<file path="src/rtl/adder_pkg.sv">
// Shared constants for the pipelined adder/accumulator.
// Mode encodings and the stage-1 sum width helper.
package adder_pkg;

  localparam logic MODE_ADD = 1'b0;
  localparam logic MODE_ACC = 1'b1;

  // SUM1_W = IN_W+1: stage 1 keeps the full carry of a+b so nothing is lost
  // before stage 2 widens it to OUT_W.
  function automatic int sum1_w(input int in_w);
    return in_w + 1;
  endfunction

endpackage

</file>
<file path="src/rtl/adder_acc_pipe_sat_add.sv">
// OUT_W-bit adder with carry-out; wraps by default, clamps to all-ones when
// ADDER_ACC_SAT_EN is defined.
module adder_sat_add #(
  parameter int OUT_W = 8
) (
  input  logic [OUT_W-1:0] base_i,
  input  logic [OUT_W-1:0] addend_i,
  output logic [OUT_W-1:0] sum_o,
  output logic             carry_o
);

  logic [OUT_W:0] full;

  always_comb begin
    full    = {1'b0, base_i} + {1'b0, addend_i};
    carry_o = full[OUT_W];
`ifdef ADDER_ACC_SAT_EN
    sum_o   = full[OUT_W] ? {OUT_W{1'b1}} : full[OUT_W-1:0];
`else
    sum_o   = full[OUT_W-1:0];
`endif
  end

endmodule

</file>
<file path="src/rtl/adder_acc_pipe.sv">
// Two-stage valid/ready adder with per-beat accumulate mode and overflow flag.
// Define ADDER_ACC_SAT_EN to saturate the accumulate path instead of wrapping.
module adder_acc_pipe
  import adder_pkg::*;
#(
  parameter int IN_W  = 4,
  parameter int OUT_W = 8
) (
  input  logic             clk,
  input  logic             rst,
  input  logic             in_valid,
  output logic             in_ready,
  input  logic [IN_W-1:0]  a,
  input  logic [IN_W-1:0]  b,
  input  logic             mode,
  input  logic             clr,
  output logic             out_valid,
  input  logic             out_ready,
  output logic [OUT_W-1:0] out_data,
  output logic             out_ovf,
  output logic [OUT_W-1:0] acc_q
);

  localparam int SUM1_W = sum1_w(IN_W);

  if (OUT_W < SUM1_W) begin : g_bad_width
    $error("adder_acc_pipe: OUT_W must be >= IN_W+1");
  end

  logic              s1_valid_q, s1_valid_d;
  logic [SUM1_W-1:0] s1_sum_q,   s1_sum_d;
  logic              s1_mode_q,  s1_mode_d;
  logic              s1_clr_q,   s1_clr_d;

  logic              out_valid_q, out_valid_d;
  logic [OUT_W-1:0]  out_data_q,  out_data_d;
  logic              out_ovf_q,   out_ovf_d;
  logic [OUT_W-1:0]  acc_d;

  logic              s2_adv, s1_adv, in_xfer, s2_load;
  logic [OUT_W-1:0]  add_base, add_sum;
  logic              add_carry;

  // No skid buffer: in_ready is combinational from out_ready.
  always_comb begin
    s2_adv   = !out_valid_q || out_ready;
    s1_adv   = !s1_valid_q || s2_adv;
    in_ready = s1_adv;
    in_xfer  = in_valid && s1_adv;
    s2_load  = s2_adv && s1_valid_q;
  end

  always_comb begin
    s1_valid_d = s1_valid_q;
    s1_sum_d   = s1_sum_q;
    s1_mode_d  = s1_mode_q;
    s1_clr_d   = s1_clr_q;
    if (in_xfer) begin
      s1_valid_d = 1'b1;
      s1_sum_d   = SUM1_W'(a) + SUM1_W'(b);
      s1_mode_d  = mode;
      s1_clr_d   = clr;
    end else if (s1_adv) begin
      s1_valid_d = 1'b0;
    end
  end

  // A zero base makes the shared adder produce the plain a+b result for MODE_ADD.
  always_comb begin
    add_base = (s1_mode_q == MODE_ACC && !s1_clr_q) ? acc_q : '0;
  end

  adder_sat_add #(
    .OUT_W (OUT_W)
  ) u_sat_add (
    .base_i   (add_base),
    .addend_i (OUT_W'(s1_sum_q)),
    .sum_o    (add_sum),
    .carry_o  (add_carry)
  );

  always_comb begin
    out_valid_d = out_valid_q;
    out_data_d  = out_data_q;
    out_ovf_d   = out_ovf_q;
    acc_d       = acc_q;
    if (s2_load) begin
      out_valid_d = 1'b1;
      out_data_d  = add_sum;
      out_ovf_d   = (s1_mode_q == MODE_ACC) && add_carry;
      if (s1_mode_q == MODE_ACC) acc_d = add_sum;
    end else if (s2_adv) begin
      out_valid_d = 1'b0;
    end
  end

  always_ff @(posedge clk or posedge rst) begin
    if (rst) begin
      s1_valid_q  <= 1'b0;
      s1_sum_q    <= '0;
      s1_mode_q   <= 1'b0;
      s1_clr_q    <= 1'b0;
      out_valid_q <= 1'b0;
      out_data_q  <= '0;
      out_ovf_q   <= 1'b0;
      acc_q       <= '0;
    end else begin
      s1_valid_q  <= s1_valid_d;
      s1_sum_q    <= s1_sum_d;
      s1_mode_q   <= s1_mode_d;
      s1_clr_q    <= s1_clr_d;
      out_valid_q <= out_valid_d;
      out_data_q  <= out_data_d;
      out_ovf_q   <= out_ovf_d;
      acc_q       <= acc_d;
    end
  end

  always_comb begin
    out_valid = out_valid_q;
    out_data  = out_data_q;
    out_ovf   = out_ovf_q;
  end

endmodule

</file>
<file path="config.mk">
export PLATFORM = sky130hd
export DESIGN_NAME = adder_acc_pipe
export DESIGN_NICKNAME = d
export VERILOG_FILES = /design/src/rtl/adder_pkg.sv /design/src/rtl/adder_acc_pipe_sat_add.sv /design/src/rtl/adder_acc_pipe.sv
export SDC_FILE = /design/constraint.sdc
export NUM_CORES = 1
export LEC_CHECK = 0
export ABC_AREA = 1
export BUFFER_PORTS_ARGS = -buffer_cell sky130_fd_sc_hd__buf_4
export CORE_MARGIN = 8
export CORE_UTILIZATION = 55
export CTS_CLUSTER_DIAMETER = 50
export CTS_CLUSTER_SIZE = 12
export DETAILED_ROUTE_END_ITERATION = 8
export PLACE_DENSITY = 0.88
export SYNTH_ARGS = -nofsm -noshare
export SYNTH_HDL_FRONTEND = slang
export SYNTH_SLANG_ARGS = --single-unit
</file>
<file path="constraint.sdc">
create_clock -name clk -period 3.5 [get_ports clk]
set_input_delay 0.525 -clock clk [delete_from_list [all_inputs] [get_ports clk]]
set_output_delay 0.525 -clock clk [all_outputs]
set_load 0.01 [all_outputs]
</file>
# After elaboration in Yosys (flattened, before gate mapping)
# Cells that the tools add are included.
# Widths: inputs -> output; s select.
[totals]
ff_bits = 26
latch_bits = 0
mem_bits_rw = 0
rom_bits = 0
in_bits = 14
output_inout_bits = 19
elab_cells = 27
memories = 0
[op_classes]
add_sub_neg = 2
n_mul = 0
div_mod_pow = 0
order_cmp = 0
n_eq_ne = 0
n_shift = 0
mux = 5
bitwise = 0
reduce_logical = 12
[op_table]
columns = ["operator", "count"]
rows = [
  ["$add 8x5->9", 1],
  ["$mux 8", 1],
  ["$add 4x4->5", 1],
  ["$logic_and 1x1->1", 4],
  ["$mux 1", 4],
  ["$reduce_bool 2->1", 2],
  ["$logic_not 1->1", 3],
  ["$logic_or 1x1->1", 2],
  ["$reduce_and 2->1", 1],
]

# Depth between registers and ports, before layout
# Gate-level depths: netlist of run 1.
[logic_depth]
ltp_word = 5
depth_mapped = 13
mapped_depth_nobuf = 13

# Modules after synthesis
# A second synthesis of run 1 with hierarchy kept.
[unflattened]
cells_unflattened = 200
area_unflattened_um2 = 1600.3
[by_module_without_submodules]
columns = ["mod", "instances", "cells_per_inst", "area_per_inst_um2", "seq_area_each_um2"]
rows = [
  ["adder_acc_pipe", 1, 141, 1223.7, 650.6],
  ["adder_sat_add", 1, 59, 376.6, 0.0],
]

# Least setup slack after synthesis of run 1
# No wires, ideal clock.
[synth_timing]
path_type = "reg-to-reg"
startpoint = "reg s1_clr_q"
endpoint = "reg acc_q[6]"
setup_time_ps = 119
t_arrival_ps = 1775
required_time_ps = 3381
path_slack_ps = 1606
path_stages_with_launch = 14
n_path_buf = 0
synth_period_minus_slack_ps = 1894
path_cell_list = "dfrtp_1 -> inv_1 -> nand2_1 -> nor2_1 -> ha_1 -> inv_1 -> fa_1 -> nand3b_1 -> nand2_1 -> nand2_1 -> nand2_1 -> nand2_1 -> nand3_1 -> nand2_1"
[synth_via]
elab_chain_cells = 4
[synth_rtl]
columns = ["item", "line_no", "source"]
rows = [
  ["start: declaration", "adder_acc_pipe.sv:33", "logic s1_clr_q, s1_clr_d;"],
  ["start signal: assignment", "adder_acc_pipe.sv:111", "s1_clr_q <= s1_clr_d;"],
  ["$logic_not 1->1", "adder_acc_pipe.sv:70", "add_base = (s1_mode_q == MODE_ACC && !s1_clr_q) ? acc_q : '0;"],
  ["$logic_and 1x1->1", "adder_acc_pipe.sv:70", ""],
  ["$mux 8", "adder_acc_pipe.sv:70", ""],
  ["$add 8x5->9", "adder_acc_pipe_sat_add.sv:15", "full = {1'b0, base_i} + {1'b0, addend_i};"],
  ["end signal: assignment", "adder_acc_pipe.sv:106", "acc_q <= '0;"],
  ["end signal: assignment", "adder_acc_pipe.sv:115", "acc_q <= acc_d;"],
  ["end: declaration", "adder_acc_pipe.sv:21", "output logic [OUT_W-1:0] acc_q"],
]
# Every way passes these cells.
# A chain may end at the register's enable or synchronous reset.

# Worst setup path after layout of run 1
# Ends and elaborated chain as after synthesis.

==> results.txt, run 1 <==
The post-cts hold buffer count came out at 0. Sorting the synthesized cells by area gives the leading types as dfrtp_1, nand2_1, ha_1. The global-route track usage on met2 came out at 26.0%. Tracing the worst setup path back leads to its startpoint at s1_clr_q$_DFFE_PP0P_. The weighted congestion at the end of routability-driven global placement is 0.884.

The die outline height came out at 67.4 um. The number of different library cells in the post-synthesis netlist is 21. Yosys instantiated no cell more often than nand2_1.

The flow ran to the end, and the final reports show no timing, DRC or antenna violations. The cell area power density came out at 537 nW/um2. The count of cells resized by post-cts repair is 0. The critical path startpoint category is a flip-flop.

The global-route total usage across every layer came out at 15.2%. The sum of net half-perimeters after detailed placement is 2490 um. The number of cell rows came out at 18. The critical path is of the flip-flop to flip-flop type. The overall via count from detail_route came out at 1258. Setup repair after global routing left no endpoint under its margin. The total of endpoints with negative setup slack in the final report is 0.

The remaining max-slew budget at the tightest pin is 37.5%. For met3 alone, demand over resource in global routing was 1.82%. The synthesized design contains 26 register bits. The number of vias per cell came out at 5.16. The deepest clock path buffer count came out at 2. The share of synthesized area in the top cell type comes to 44.8%. The maximum ir drop on the vdd rail came out at 431 uV. The chip width came out at 67.4 um. The count of pins over their slew limit is 0. The final critical-path share of the clock period came out at 60.8%. The number of antenna violations at the first check in global routing is 0.

The most used flip-flop cell after synthesis is dfrtp_1. The arrival time reported for the critical path endpoint came out at 2.36 ns. The die area came out at 4540 um2. The first-pass iteration count of the detailed router came out at 4. The number of design rule violations left after detail routing is 0.

The area used by sequential logic in the layout came out at 651 um2. The clock arrives with 0.00375 ns of skew. The sequential fraction of the synthesis area is 44.8%. The Yosys step of the flow raised 0 warnings. The slack of the worst reg-to-reg path is 1.37 ns. The number of endpoints with negative hold slack in the final report came to 0.

The total wirelength of the detailed-routed design came out at 3070 um. The global-route wire length before repair is 5390 um. The post-detailed-route wirelength per cell came out at 12.6 um. In this run the tool buffered the top-level ports with 32 buffer cells.

Cells with a size suffix above 1 make up 19.2% of the layout. The cell total after placement is 241. The setup TNS after final layout came out at 0 ns. The final-stage net count is 241. The critical-path maximum fanout is 5. The overall power is 0.928 mW.

The area inside the core boundary is 2500 um2. The non-filler instance count after layout is 244. The shortest clock period the worst path allows after layout is 2.13 ns. Relative to the synthesized area, the layout overhead comes to 19.1%. The met1 global-route usage came out at 17.7%. In this run the worst hold path is classified as input pin to asynchronous set/reset pin. The H-tree depth is 1. The worst-case hold slack came out at 0.396 ns.

TritonCTS built the clock tree. Counting every sink on the clock net gives 26. The post-CTS clock slew at the launch and capture registers of the worst setup and hold paths came out at 0.13 ns. The number of nets in the synthesized netlist is 206. The filler cell count in the final layout is 220.

The fmax came out at 470 MHz. The top-level I/O count is 33. The insertion delay of the later-clocked pin in the worst-skew pair came out at 0.32 ns. The instance count of the mapped netlist is 181. After global routing the overflow that remains totals 0.

The via count of the first global-routing pass is 1283. The data required time at the worst endpoint is 3.73 ns. Counting the buffers created by CTS gives 3.

CTS placed an instance of clkbuf_4 at the clock tree root. The cell taking the most area after synthesis is dfrtp_1. In this run the critical register-to-register path is launched from s1_clr_q$_DFFE_PP0P_. The initial utilization of the core area, before any placement, comes to 58.1%. The leakage power summed over all cells is 1.01 nW. The remaining antenna violation count came out at 0. The number of synthesized flops with an enable pin is 0. Entering global routing, the biggest net connects 27 pins. The initial DRC count came out at 48.

The antenna diode count is 0. Each instance of the synthesized netlist takes up on average 8.02 um2. Counting instances in the post-synthesis netlist gives the leading cell types as nand2_1, inv_1, dfrtp_1.

The transition time at the pin with the least slew margin came out at 0.936 ns. The layer carrying the most global-route usage is met2. Summing all multi-input logic gate instances after layout gives 677 um2. STA classifies the critical path endpoint as a flip-flop. In the synthesized netlist the async set-or-reset flop fraction comes to 100%. The post-CTS setup buffer count came out at 0. The total of max-cap violations is 0. The mapped cell area came out at 1450 um2.
## cell usage in the layout, fill, tap and decap left out, drive strengths merged, types with 2 or more instances in the layout
master	count
a21oi	4
buf	32
clkbuf	3
dfrtp	26
fa	2
ha	9
inv	27
nand2	64
nand3	17
nor2	9
o21ai	13
or2	2
xor2	2
## metrics by stage
step	utilization [%]	worst slack [ns]	area, um2
4_1_cts	69.2	1.37	1730
5_1_grt	69.2	1.17	1730
3_5_place_dp	68.3	1.37	1710
6_report	69.2	1.37	1730
2_1_floorplan	-	1.61	1450
3_3_place_gp	68.3	1.51	1710
## metal layers
metal,share of wire [%],up-vias
met3,6.7,8
met5,0,-
met1,42,571
met2,48,44
li1,-,635
met4,3.3,0
## critical path, stage by stage (launching register included)
cell      delay [ns]
dfrtp_1         0.38
inv_1           0.11
nand2_1         0.13
nor2_1          0.12
ha_1            0.20
inv_1           0.07
fa_1            0.40
nand3b_1        0.17
nand2_1         0.10
nand2_1         0.07
nand2_1         0.07
nand2_1         0.07
nand3_1         0.09
nand2_1         0.05
## where the power goes
part           total, mW  internal (mW)  switching (mW)
clock network      0.126         0.0405          0.0855
logic              0.373          0.166           0.207
registers          0.429          0.378          0.0503
## sequential cells by signal, summed over array words and instances (netlist names)
name        flops
acc_q           8
out_data        8
s1_sum_q        5
out_ovf         1
out_valid       1
s1_clr_q        1
s1_mode_q       1
s1_valid_q      1
## area by class of cell
cell class              count  area share (%)
multi-input cells         126            39.1
well taps                  30            2.17
inverters                  27            5.86
clock buffers               3            1.30
flip-flops and latches     26            37.6
repair buffers             32            13.9
## worst paths after layout
path	depth (start not counted)	endpoint
min	2	out_data[1]$_DFFE_PP0P_
max	13	acc_q[6]$_DFFE_PP0P_
min in group clk	3	s1_mode_q$_DFFE_PP0P_
max in group asynchronous	2	acc_q[5]$_DFFE_PP0P_
min reg2reg	2	out_data[3]$_DFFE_PP0P_
max reg2reg	13	acc_q[6]$_DFFE_PP0P_
## cell families (layout without fill, tap and decap cells)
kind of cell               after synthesis  after routing  share of synthesized area [%]
buffers and inverters                   29             62                           8.53
and+or+nand+nor                         94             94                           27.9
adders and majority gates               11             11                           10.5
DFF                                     26             26                           44.8
AOI/OAI and AO/OA                       18             18                           6.38
xor gates and xnor gates                 3              3                           1.81
(Power assumes the default switching activity.)
==> run 2: changes to the inputs <==
--- a/config.mk
+++ b/config.mk
@@ -8,11 +8,11 @@
 export ABC_AREA = 1
 export BUFFER_PORTS_ARGS = -buffer_cell sky130_fd_sc_hd__buf_4
 export CORE_MARGIN = 8
-export CORE_UTILIZATION = 55
+export CORE_UTILIZATION = 48
 export CTS_CLUSTER_DIAMETER = 50
 export CTS_CLUSTER_SIZE = 12
 export DETAILED_ROUTE_END_ITERATION = 8
-export PLACE_DENSITY = 0.88
+export PLACE_DENSITY = 0.82
 export SYNTH_ARGS = -nofsm -noshare
 export SYNTH_HDL_FRONTEND = slang
 export SYNTH_SLANG_ARGS = --single-unit
==> constraint.sdc (replaced) <==
create_clock -name clk -period 1.9 [get_ports clk]
set_input_delay 0.285 -clock clk [delete_from_list [all_inputs] [get_ports clk]]
set_output_delay 0.285 -clock clk [all_outputs]
set_load 0.01 [all_outputs]
==> run 2 against run 1 <==
  * The run now ends with hold timing left
  * Wire length shrank 1.8%
  * Critical path depth is the same
  * Clock skew shrank 0.0011 ns
==> results.txt, run 2 (synthesis results as in run 1) <==
The TritonCTS buffer count came out at 3 (unchanged). The post-CTS setup buffer count came out at 0 (unchanged). The checks that failed: hold timing. The most critical setup path has its startpoint at s1_clr_q$_DFFE_PP0P_. The maximum ir drop on the vdd rail came out at 399 uV (-7.6%). The run finished, with violations left.

The remaining antenna violation count is 0 (unchanged). The remaining max-slew budget at the tightest pin is 78.8% (+41 points). The number of endpoints with negative hold slack in the final report came out at 26 (+26). The critical-path maximum fanout was 4 (-1). The number of cell rows came to 20 (+2). The total of endpoints with negative setup slack in the final report came out at 0 (unchanged). The setup slack after layout was 0.0514 ns (-1.32 ns). The area of the multi-input gates came out at 721 um2 (+6.5%). The pin count of the biggest net entering global routing is 27 (unchanged). The area used by sequential logic in the layout is 651 um2 (unchanged).

The cell total after placement came out at 251 (+4.1%). The shortest clock period the worst path allows after layout is 1.85 ns (-0.280 ns). After detailed routing, no signal wire sits above met4. The wire length the detailed router placed on met1 came out at 1400 um (+8.2%). The total overflow reported by the global router is 0 (unchanged). The number of clock sinks is 26 (unchanged). The met3 wirelength from detailed routing came out at 160 um (-22%). The worst setup path is captured at a flip-flop. The post-route clock skew came to 0.00267 ns (-0.00107 ns). The via count of the first global-routing pass came out at 1279 (-0.31%). The post-detailed-route wirelength per cell is 11.8 um (-6.0%). The number of vias per cell is 4.84 (-6.1%). The worst register-to-register path begins at s1_clr_q$_DFFE_PP0P_. The library cells used most frequently in the layout, excluding fill and tap cells, are nand2_1, buf_4, inv_1, dfrtp_1, nand3_1.

The setup TNS after final layout is 0 ns (unchanged). The overall via count from detail_route is 1234 (-1.9%). The H-tree depth is 1 (unchanged).

In this run the clock root is driven by a clkbuf_4. The total wirelength of the detailed-routed design is 3010 um (-1.8%). The die area came out at 5040 um2 (+11%).

The initial DRC count is 38 (-21%). The weighted congestion at the end of routability-driven global placement came out at 0.903 (+2.2%). The arrival time reported for the critical path endpoint is 2.08 ns (-0.28 ns). Leaving out fill and tap cells, the most frequent cell in the layout is nand2_1. The overall power was 1.81 mW (+95%). The post-cts hold buffer count came out at 0 (unchanged). The cell area power density came to 980 nW/um2 (+83%). The data required time at the worst endpoint is 2.13 ns (-1.60 ns). The ratio of cells with drive above 1 in the final layout came out at 27.0% (+7.9 points). The global-route wire length before repair is 5360 um (-0.50%).

Setup repair after global routing could not meet its margin everywhere. The growth of design area from synthesis to finish is 27.0%. The min-delay analysis places its worst path in the category input pin to asynchronous set/reset pin. The top-level I/O count was 33 (unchanged). The global-route total usage across every layer came out at 12.7% (-2.5 points). The transition time at the pin with the least slew margin is 0.318 ns (-0.618 ns). TritonCTS built the clock tree. The insertion delay of the later-clocked pin in the worst-skew pair came out at 0.32 ns (about the same). The area inside the core boundary came out at 2950 um2 (+18%).

The final-stage net count came out at 248 (+2.9%). The effective utilization at floorplan came out at 49.2% (-8.9 points). The filler cell count in the final layout came out at 270 (+23%).

The placement-stage worst setup slack came out at -0.0265 ns (-1.40 ns). The non-filler instance count after layout came to 255 (+4.5%). The die outline height came to 71.0 um (+5.4%).

The sum of net half-perimeters after detailed placement is 2430 um (-2.6%). The count of pins over their slew limit is 0 (unchanged). The count of buffers from port buffering is 32 (unchanged). The total of max-cap violations came to 0 (unchanged). The post-CTS clock slew at the launch and capture registers of the worst setup and hold paths came out at 0.13 ns (about the same). The first-pass iteration count of the detailed router was 4 (unchanged). The met2 wirelength from detailed routing was 1420 um (-3.7%). The fmax came out at 541 MHz (+15%). The chip width is 71.0 um (+5.4%). The worst-case hold slack is -0.00435 ns (-0.400 ns). The leakage power summed over all cells is 1.05 nW (+4.2%).

The classification of the worst setup path is flip-flop to flip-flop. The number of antenna violations at the first check in global routing came out at 0 (unchanged). The deepest clock path buffer count came out at 2 (unchanged).

The antenna diode count is 0 (unchanged). The critical path startpoint category is a flip-flop. The final critical-path share of the clock period came out at 97.3% (+36 points).

The number of design rule violations left after detail routing came out at 0 (unchanged).
[run 2: cell types whose count changed in the layout (fill, tap and decap cells not counted), moves of 2 or more]
cell / previous run / this run
buf_4: 32 / 39
ha_1: 9 / 7
nand2_1: 61 / 58
nand2_2: 3 / 5
nor2_1: 8 / 6
nor2_2: 0 / 2
[run 2: what timing repair did]
item,in CTS,in global routing
endpoints found under the setup margin,2,9
resized for setup,3,10
gates cloned,0,0
pin swaps,3,1
[run 2: path summary, 6_finish.rpt]
kind                                            to  slack, ns  depth (start not counted)
max in group asynchronous  s1_sum_q[0]$_DFFE_PP0P_       1.67                          3
hold reg to reg            out_data[3]$_DFFE_PP0P_       0.50                          2
hold / removal                acc_q[1]$_DFFE_PP0P_     -0.004                          3
setup / recovery              acc_q[6]$_DFFE_PP0P_       0.05                         13
min in group clk              s1_clr_q$_DFFE_PP0P_       0.16                          3
setup reg to reg              acc_q[6]$_DFFE_PP0P_       0.05                         13
[run 2: final cells by class]
type	count	share of cell area, %
Clock buffer	4	1.97
Inverter	27	5.50
Multi-Input combinational cell	126	39.1
Sequential cell	26	35.3
Tap cell	33	2.24
Timing Repair Buffer	39	15.9
[run 2: per-stage QoR]
| stage | hold WS [ns] | utilization (%) | instance area (um2) |
|---|---|---|---|
| after global routing | 0.0208 | 62.4 | 1840 |
| after floorplan | 0.325 | - | 1450 |
| after CTS | 0.00766 | 61.2 | 1810 |
| after detailed placement | 0.358 | 59.7 | 1760 |
| final | -0.00435 | 62.4 | 1840 |
| after global placement | 0.353 | 59.7 | 1760 |
[run 2: per-layer routing]
layer | vias up | global-route usage [%]
met4 | 0 | 4.16
li1 | 649 | -
met2 | 36 | 22.2
met5 | - | 0
met1 | 545 | 15.1
met3 | 4 | 2.54
[run 2: power breakdown]
group | leakage [nW] | total [mW] | switching (mW) | internal, mW
Sequential | 0.332 | 0.794 | 0.0967 | 0.697
Combinational | 0.701 | 0.740 | 0.393 | 0.347
Clock | 0.0210 | 0.272 | 0.154 | 0.117
[run 2: worst max-delay path, cell delays in order (launching register included)]
cell and delay (ns):
dfrtp_1 0.40, inv_2 0.07, nand2_4 0.05, nor2_2 0.08
ha_2 0.17, inv_1 0.05, fa_2 0.33, nand3b_1 0.17
nand2_2 0.08, nand2_1 0.08, nand2_1 0.08, nand2_2 0.06
nand3_2 0.07, nand2_1 0.05
